`config.mk`:
```
export PLATFORM = sky130hd
export DESIGN_NAME = div_ctrl
export DESIGN_NICKNAME = d
export VERILOG_FILES = /design/src/rtl/div_ctrl.sv
export SDC_FILE = /design/constraint.sdc
export NUM_CORES = 1
export LEC_CHECK = 0
export BUFFER_PORTS_ARGS = -buffer_cell sky130_fd_sc_hd__buf_4
export CAP_MARGIN = 20
export CELL_PAD_IN_SITES_DETAIL_PLACEMENT = 2
export CELL_PAD_IN_SITES_GLOBAL_PLACEMENT = 2
export CORE_MARGIN = 2
export CORE_UTILIZATION = 39
export DETAILED_ROUTE_END_ITERATION = 12
export PLACE_DENSITY = 0.92
export SKIP_CTS_REPAIR_TIMING = 1
export SYNTH_ARGS = -nofsm -noshare
export SYNTH_HDL_FRONTEND = slang
export SYNTH_SLANG_ARGS = --single-unit
```
`constraint.sdc`:
```
create_clock -name clk -period 5.19 [get_ports clk]
set_clock_uncertainty 0.15 [all_clocks]
set_input_delay 1.038 -clock clk [delete_from_list [all_inputs] [get_ports clk]]
set_output_delay 1.038 -clock clk [all_outputs]
set_load 0.02 [all_outputs]
```
`src/rtl/div_ctrl.sv`:
```
// Multi-cycle radix-2 restoring divider for DIV/DIVU, one quotient bit per cycle.
// Returns {remainder, quotient} with a ready handshake held while start stays high.
module div_ctrl #(
    parameter int WIDTH = 32
) (
    input  logic               clk,
    input  logic               resetn,
    input  logic               start,
    input  logic               signed_div,
    input  logic               annul,
    input  logic [WIDTH-1:0]   opdata1,
    input  logic [WIDTH-1:0]   opdata2,
    output logic [2*WIDTH-1:0] result,
    output logic               ready,
    output logic               busy
);

    localparam int CW = $clog2(WIDTH) + 1;
    localparam logic [CW-1:0] LAST_STEP = CW'(WIDTH);

    typedef enum logic [1:0] {
        IDLE    = 2'd0,
        DIVZERO = 2'd1,
        ON      = 2'd2,
        DONE    = 2'd3
    } state_t;

    state_t             state_q, state_d;
    logic [CW-1:0]      cnt_q, cnt_d;
    logic [WIDTH-1:0]   dvd_q, dvd_d;
    logic [WIDTH-1:0]   dvs_q, dvs_d;
    logic [WIDTH-1:0]   rem_q, rem_d;
    logic [WIDTH-1:0]   quo_q, quo_d;
    logic               sgn_q, sgn_d;
    logic               neg1_q, neg1_d;
    logic               neg2_q, neg2_d;
    logic [2*WIDTH-1:0] result_q, result_d;
    logic               ready_q, ready_d;
    logic               busy_q, busy_d;

    logic [WIDTH-1:0]   shifted;
    logic [WIDTH:0]     trial;
    logic [WIDTH-1:0]   quo_fix;
    logic [WIDTH-1:0]   rem_fix;
    logic               abort;

    // The partial remainder is always below 2^(WIDTH-1) before a shift, so its MSB can be dropped.
    always_comb begin
        shifted = {rem_q[WIDTH-2:0], dvd_q[WIDTH-1]};
        trial   = {1'b0, shifted} - {1'b0, dvs_q};
        quo_fix = (sgn_q && (neg1_q ^ neg2_q)) ? -quo_q : quo_q;
        rem_fix = (sgn_q && neg1_q) ? -rem_q : rem_q;
        abort   = annul || !start;
    end

    always_comb begin
        state_d  = state_q;
        cnt_d    = cnt_q;
        dvd_d    = dvd_q;
        dvs_d    = dvs_q;
        rem_d    = rem_q;
        quo_d    = quo_q;
        sgn_d    = sgn_q;
        neg1_d   = neg1_q;
        neg2_d   = neg2_q;
        result_d = result_q;

        case (state_q)
            IDLE: begin
                if (start && !annul) begin
                    sgn_d   = signed_div;
                    neg1_d  = opdata1[WIDTH-1];
                    neg2_d  = opdata2[WIDTH-1];
                    dvd_d   = (signed_div && opdata1[WIDTH-1]) ? -opdata1 : opdata1;
                    dvs_d   = (signed_div && opdata2[WIDTH-1]) ? -opdata2 : opdata2;
                    rem_d   = '0;
                    quo_d   = '0;
                    cnt_d   = '0;
                    state_d = (opdata2 == '0) ? DIVZERO : ON;
                end
            end
            DIVZERO: begin
                if (abort) begin
                    state_d = IDLE;
                end else begin
                    result_d = '0;
                    state_d  = DONE;
                end
            end
            ON: begin
                if (abort) begin
                    state_d = IDLE;
                end else if (cnt_q == LAST_STEP) begin
                    result_d = {rem_fix, quo_fix};
                    state_d  = DONE;
                end else begin
                    dvd_d = {dvd_q[WIDTH-2:0], 1'b0};
                    if (!trial[WIDTH]) begin
                        rem_d = trial[WIDTH-1:0];
                        quo_d = {quo_q[WIDTH-2:0], 1'b1};
                    end else begin
                        rem_d = shifted;
                        quo_d = {quo_q[WIDTH-2:0], 1'b0};
                    end
                    cnt_d = cnt_q + 1'b1;
                end
            end
            DONE: begin
                if (abort) begin
                    state_d = IDLE;
                end
            end
            default: state_d = IDLE;
        endcase

        ready_d = (state_d == DONE);
        busy_d  = (state_d == ON) || (state_d == DIVZERO);
    end

    always_ff @(posedge clk or negedge resetn) begin
        if (!resetn) begin
            state_q  <= IDLE;
            cnt_q    <= '0;
            dvd_q    <= '0;
            dvs_q    <= '0;
            rem_q    <= '0;
            quo_q    <= '0;
            sgn_q    <= 1'b0;
            neg1_q   <= 1'b0;
            neg2_q   <= 1'b0;
            result_q <= '0;
            ready_q  <= 1'b0;
            busy_q   <= 1'b0;
        end else begin
            state_q  <= state_d;
            cnt_q    <= cnt_d;
            dvd_q    <= dvd_d;
            dvs_q    <= dvs_d;
            rem_q    <= rem_d;
            quo_q    <= quo_d;
            sgn_q    <= sgn_d;
            neg1_q   <= neg1_d;
            neg2_q   <= neg2_d;
            result_q <= result_d;
            ready_q  <= ready_d;
            busy_q   <= busy_d;
        end
    end

    assign result = result_q;
    assign ready  = ready_q;
    assign busy   = busy_q;

endmodule

```
* Yosys cells after proc, flatten, opt, wreduce, memory -nomap -nowiden
Index checks and enable logic that the tools add are counted.
** Word-level totals
- Logic and storage cells :: 79
- Flip-flop bits (word level) :: 205
- Bits of input ports :: 69
- Output and inout bits :: 66
** Operators by class
- Reductions and logical operators :: 16
- $add $sub $neg :: 6
- Equality and inequality tests :: 12
- Bitwise logic cells :: 1
- Muxes and demuxes :: 32
** Operators with widths (count)
- $mux W32 :: 13
- $mux W64 :: 3
- $pmux W32 S2 :: 3
- $neg A32 Y32 :: 4
- $pmux W64 S2 :: 1
- $sub A32 B32 Y33 :: 1
- $logic_not A32 Y1 :: 1
- $mux W6 :: 3
- $mux W2 :: 6
- $pmux W6 S2 :: 1
- $ne A2 B2 Y1 const B :: 5
- $eq A2 B2 Y1 const B :: 4
- $pmux W2 S4 :: 1
- $reduce_and A4 Y1 :: 2
- $add A6 B1 Y6 const B :: 1
- $eq A6 B6 Y1 const B :: 1
- $logic_and A1 B1 Y1 :: 5
- $eq A2 B1 Y1 const B :: 2
- $reduce_bool A2 Y1 :: 2
- $logic_not A1 Y1 :: 2
- $logic_not A2 Y1 :: 1
- $logic_or A1 B1 Y1 :: 2
- $reduce_and A2 Y1 :: 1
- $mux W1 :: 1
- $xor A1 B1 Y1 :: 1

* Longest topological paths before layout
- Depth after elaboration :: 6
- Gate-level depth with buffers :: 14
- Depth with buffers taken out :: 11

* Least setup slack after synthesis
No wires, ideal clock.
- Kind :: input to register
- Start point :: input port opdata2[2]
- End point :: register busy_q (netlist: busy)
- Arrival time :: 2991 ps
- Slack :: 1923 ps
- Required time :: 4914 ps
- Library setup time :: 126 ps
- Stages :: 10
- Path buffers :: 1
- Cell sequence :: or4_1 -> buf_2 -> nor3_4 -> nand2_1 -> nor2_2 -> nand2_1 -> nor4b_2 -> nor2_1 -> nor2_1 -> ha_1
** Between the ends
- Longest elaborated chain between the ends :: 6
- Elaborated cells on any way between the ends :: 7
- Classes of those cells :: eq/ne (2); mux (3); reduce/logical (2)
** Ends and longest elaborated chain
- start, declared :: line 12 : input logic [WIDTH-1:0] opdata2,
- $logic_not A32 Y1 (*) :: line 79 : state_d = (opdata2 == '0) ? DIVZERO : ON;
- $mux W2 (*) :: line 79
- $mux W2 (*) :: line 70 : if (start && !annul) begin
- $pmux W2 S4 (*) :: line 68 : case (state_q)
- via state_d[0] :: line 28 : state_t state_q, state_d;
- $eq A2 B2 Y1 or $eq A2 B1 Y1 (tied branches) :: line 117 : busy_d = (state_d == ON) || (state_d == DIVZERO);
- $logic_or A1 B1 Y1 (*) :: line 117
- via busy_d :: line 39 : logic busy_q, busy_d;
- end signal, assigned :: line 146 : busy_q <= busy_d;
- end, declared :: line 39
Mark *: on every way through the listed nets, which the timed path passes. The rest lies on a longest branch.
A chain may end at the register's enable or synchronous reset.

* Worst setup path in the final report
- Start point :: register rem_q[16]
- End point :: register rem_q[4]
** Between the ends
- Longest elaborated chain between the ends :: 5
** Ends and longest elaborated chain
- start, declared :: line 32 : logic [WIDTH-1:0] rem_q, rem_d;
- start signal, assigned :: line 139 : rem_q <= rem_d;
- $sub A32 B32 Y33 :: line 50 : trial = {1'b0, shifted} - {1'b0, dvs_q};
- $mux W32 :: line 98 : if (!trial[WIDTH]) begin
- $mux W32 :: line 93 : end else if (cnt_q == LAST_STEP) begin
- $mux W32 :: line 91 : if (abort) begin
- $pmux W32 S2 :: line 68
Every way passes these cells. The select of a mux whose other input is x is not followed.

==> results.txt <==
Area occupied by multi-input gates = 7220 µm²
1st-pass router iterations = 5
Sw Share = 0.319
PnR Total Power = 4.54 mW
Mapped cell area = 12900 µm²
Worst EP arrival = 4.44 ns
P_int = 3.09 mW
CTS Sinks = 205
Slew @ Worst Pin = 1.07 ns
I/O Buffers = 134
Pwr/cell area = 302 nW/µm²
Clock power share = 0.403
HPWL after DPL = 33000 µm
Vias/cell = 5.88
WHS Path Cells = 2
Critical Path Sink Type = flip-flop
Worst path slowest cell = a21o_1
Sequential area share after synthesis = 0.397
Critical-path cell list = ha_1 -> a211oi_1 -> o21ai_0 -> a2111oi_1 -> a21o_1 -> a21o_1 -> nand2_1 -> o211ai_1
Worst reg2reg path depth = 8
Antenna violations before repair = 2
Drt initial violations = 809
Worst-case clock buffer depth = 3
Clock transition at path regs = 0.06 ns
Peak VDD IR = 0.213 mV
Most used cell along the critical path = a21o_1
Avg Inst Size Synth = 8.40 µm²
Crit Path Max Fanout = 29
Async set-reset flop share out of synthesis = 1.00
Row cnt = 66
Die Span X = 186 µm
Synth Instances = 1538
Sw power = 1.45 mW
CTS tree = done
Fin crit period = 4.14 ns
#FFs+latches synth = 205
Net Count, Synth = 1648
EDFF count, synth = 0
Placer Congestion = 0.908
Detail Route Antenna Nets = 0
Top delay family on crit path = compound AO/OA/AOI/OAI gates
Number of remaining DRC errors = 0
Synth top area share = 0.397
First-pass GRT wire length = 77200 µm
Final worst-path cycle share = 0.797
Lkg Pwr = 6.92 nW
Vias in the first global route = 13521
Max frequency = 242 MHz
Synth area leader = dfrtp_1
Req. time, crit path = 5.50 ns
Diode count = 0
Layout cells sized above 1 = 0.139
Fillers = 3529
Starting Density = 0.396
Synth warn = 0
Reg power frac = 0.397
GR Overflow Total = 0
GR Util All Layers = 0.282
H-tree levels = 1
Ports = 135
Height of the die = 186 µm
Final Max Slew Viols = 0
Final setup violation count = 0
Area Growth Syn to Fin = 16.3%
Die area = 34600 µm²
Drt wl/cell = 23.1 µm
Final hold violations = 0
CTS Buf Count = 25
Top post-synthesis cells by area = dfrtp_1 (40%), nand2_1 (7.2%), o21ai_0 (6.4%)
Final setup TNS = 0 ns
Status = completed
Register Area = 5130 µm²
Kind of critical path = flip-flop to flip-flop
Critical path depth in cells = 8
Crit path buf inv count = 0
RSZ-0062 raised after global routing = no
Rel. slew slack = 0.285
Root Buffer = clkbuf_16
Final Net Count = 1726
Total detailed-routing wirelength = 48000 µm
Vias post-DR = 12207
Ys flop type = dfrtp_1
Max_cap viols = 0
CP startpoint kind = flip-flop
Max incr delay on CP = 0.88 ns
Total core area = 32600 µm²
Post-synth cell types = 82
Logic gate share of total power = 0.200
HP Class = flip-flop to flip-flop
Largest net degree at the start of global routing = 112
Worst-Skew Late Latency = 0.55 ns
cells in the mapped netlist, types with 4 or more instances:
library cell  instances
a211oi_1              6
a21o_1               20
a21oi_1             119
a31oi_1              11
and2_1                7
and3_1               14
buf_1                 6
buf_2                11
clkbuf_1             74
dfrtp_1             205
ha_1                 40
inv_1                52
mux2_2                4
nand2_1             249
nand2b_1             12
nand3_1              53
nand4_1              20
nor2_1              107
nor3_1               29
nor4_1               14
nor4_2                4
o2111ai_1             5
o211ai_1             11
o21a_1                4
o21ai_0             165
o21ai_1               7
o311ai_2              7
o31ai_1              23
o41ai_1              10
or2_2                 5
or3_1                13
or4_1                11
xnor2_1              68
xor2_1               78
metrics by stage:
stage                     worst slack [ns]  area (µm²)   util  hold WS, ns  instances
after floorplan                       1.92       12900      -        0.295       1538
after global placement                1.52       14200  0.436        0.312       2031
after detailed placement              1.40       14200  0.436        0.329       2031
after CTS                             1.16       15000  0.461        0.345       2076
after global routing                 0.872       15000  0.461        0.370       2076
final                                 1.05       15000  0.461        0.340       2076
power by group through the flow:
stage | Combinational [mW] | Clock, mW | Sequential (mW)
floorplan | 0.519 | 0 | 1.82
global placement | 0.819 | 0 | 1.81
detailed placement | 0.875 | 0 | 1.82
CTS | 0.910 | 1.85 | 1.80
global route | 1.00 | 1.92 | 1.81
finish | 0.909 | 1.83 | 1.80
registers in the layout, summed over array words and instances (netlist names), 2 cells and up:
signal	flops
cnt_q	6
rem_q	32
quo_q	32
result	64
state_q	2
dvd_q	32
dvs_q	32
layout make-up:
cell class | instances | share of cell area
flip-flops and latches | 205 | 0.341
clock inverters | 14 | 0.0111
multi-input cells | 1185 | 0.480
inverters | 52 | 0.0130
clock buffers | 31 | 0.0438
well taps | 442 | 0.0368
repair buffers | 147 | 0.0738
path summary, 6_finish.rpt:
check	start	slack (ns)	to
min in group asynchronous	resetn	0.44	result[51]$_DFFE_PN0P_
setup reg to reg	rem_q[16]$_DFFE_PN0P_	1.05	rem_q[4]$_DFFE_PN0P_
hold / removal	result[27]$_DFFE_PN0P_	0.34	result[27]$_DFFE_PN0P_
hold reg to reg	result[27]$_DFFE_PN0P_	0.34	result[27]$_DFFE_PN0P_
setup / recovery	rem_q[16]$_DFFE_PN0P_	1.05	rem_q[4]$_DFFE_PN0P_
max in group asynchronous	resetn	3.33	dvs_q[23]$_DFFE_PN0P_
cell families after synthesis:
family | share of synthesized area
and+or+nand+nor | 0.206
AOI/OAI and AO/OA | 0.205
DFF | 0.397
buffers and inverters | 0.0464
xor gates and xnor gates | 0.0989
adders and majority gates | 0.0403
muxes | 0.00581
placed cells by master (no fill, tap or decap), drive strengths merged, types with 3 or more instances in the layout:
| master | Yosys | final |
|---|---|---|
| nand2b | 12 | 12 |
| nand3 | 53 | 53 |
| xnor2 | 68 | 68 |
| nor2b | 3 | 3 |
| o2111ai | 5 | 5 |
| xor2 | 78 | 78 |
| o21ai | 172 | 172 |
| and2 | 9 | 9 |
| nand2 | 250 | 250 |
| nor3 | 31 | 31 |
| or3 | 13 | 13 |
| o31ai | 24 | 24 |
| buf | 22 | 146 |
| a32oi | 3 | 3 |
| clkbuf | 74 | 32 |
| a21o | 20 | 20 |
| and3 | 14 | 14 |
| ha | 40 | 40 |
| clkinv | 0 | 5 |
| a21oi | 120 | 120 |
| nor3b | 3 | 3 |
| a211oi | 6 | 6 |
| o311ai | 11 | 11 |
| bufinv | 0 | 3 |
| dfrtp | 205 | 205 |
| nor2 | 109 | 109 |
| nand4 | 20 | 20 |
| a221oi | 4 | 4 |
| o21a | 4 | 4 |
| inv | 52 | 57 |
| mux2 | 4 | 4 |
| or2 | 6 | 6 |
| mux2i | 3 | 3 |
| o211ai | 11 | 11 |
| nor4 | 20 | 20 |
| or4 | 12 | 12 |
| o41ai | 13 | 13 |
| a31oi | 11 | 11 |
| a221o | 3 | 3 |
layer usage:
metal / up-vias / share of wire / track usage
met2: 316 / 0.50 / 0.499
met3: 62 / 0.047 / 0.0346
met5: - / 0 / 0
met4: 0 / 0.019 / 0.0652
li1: 5566 / - / -
met1: 6263 / 0.43 / 0.368
worst min-delay path, delay by kind of cell (launching register included):
| kind | cells | cell delay, ns |
|---|---|---|
| and+or+nand+nor | 1 | 0.05 |
| AOI/OAI and AO/OA | 1 | 0.06 |
| DFF | 1 | 0.35 |
Note: power is estimated with default switching activity, not from simulation.
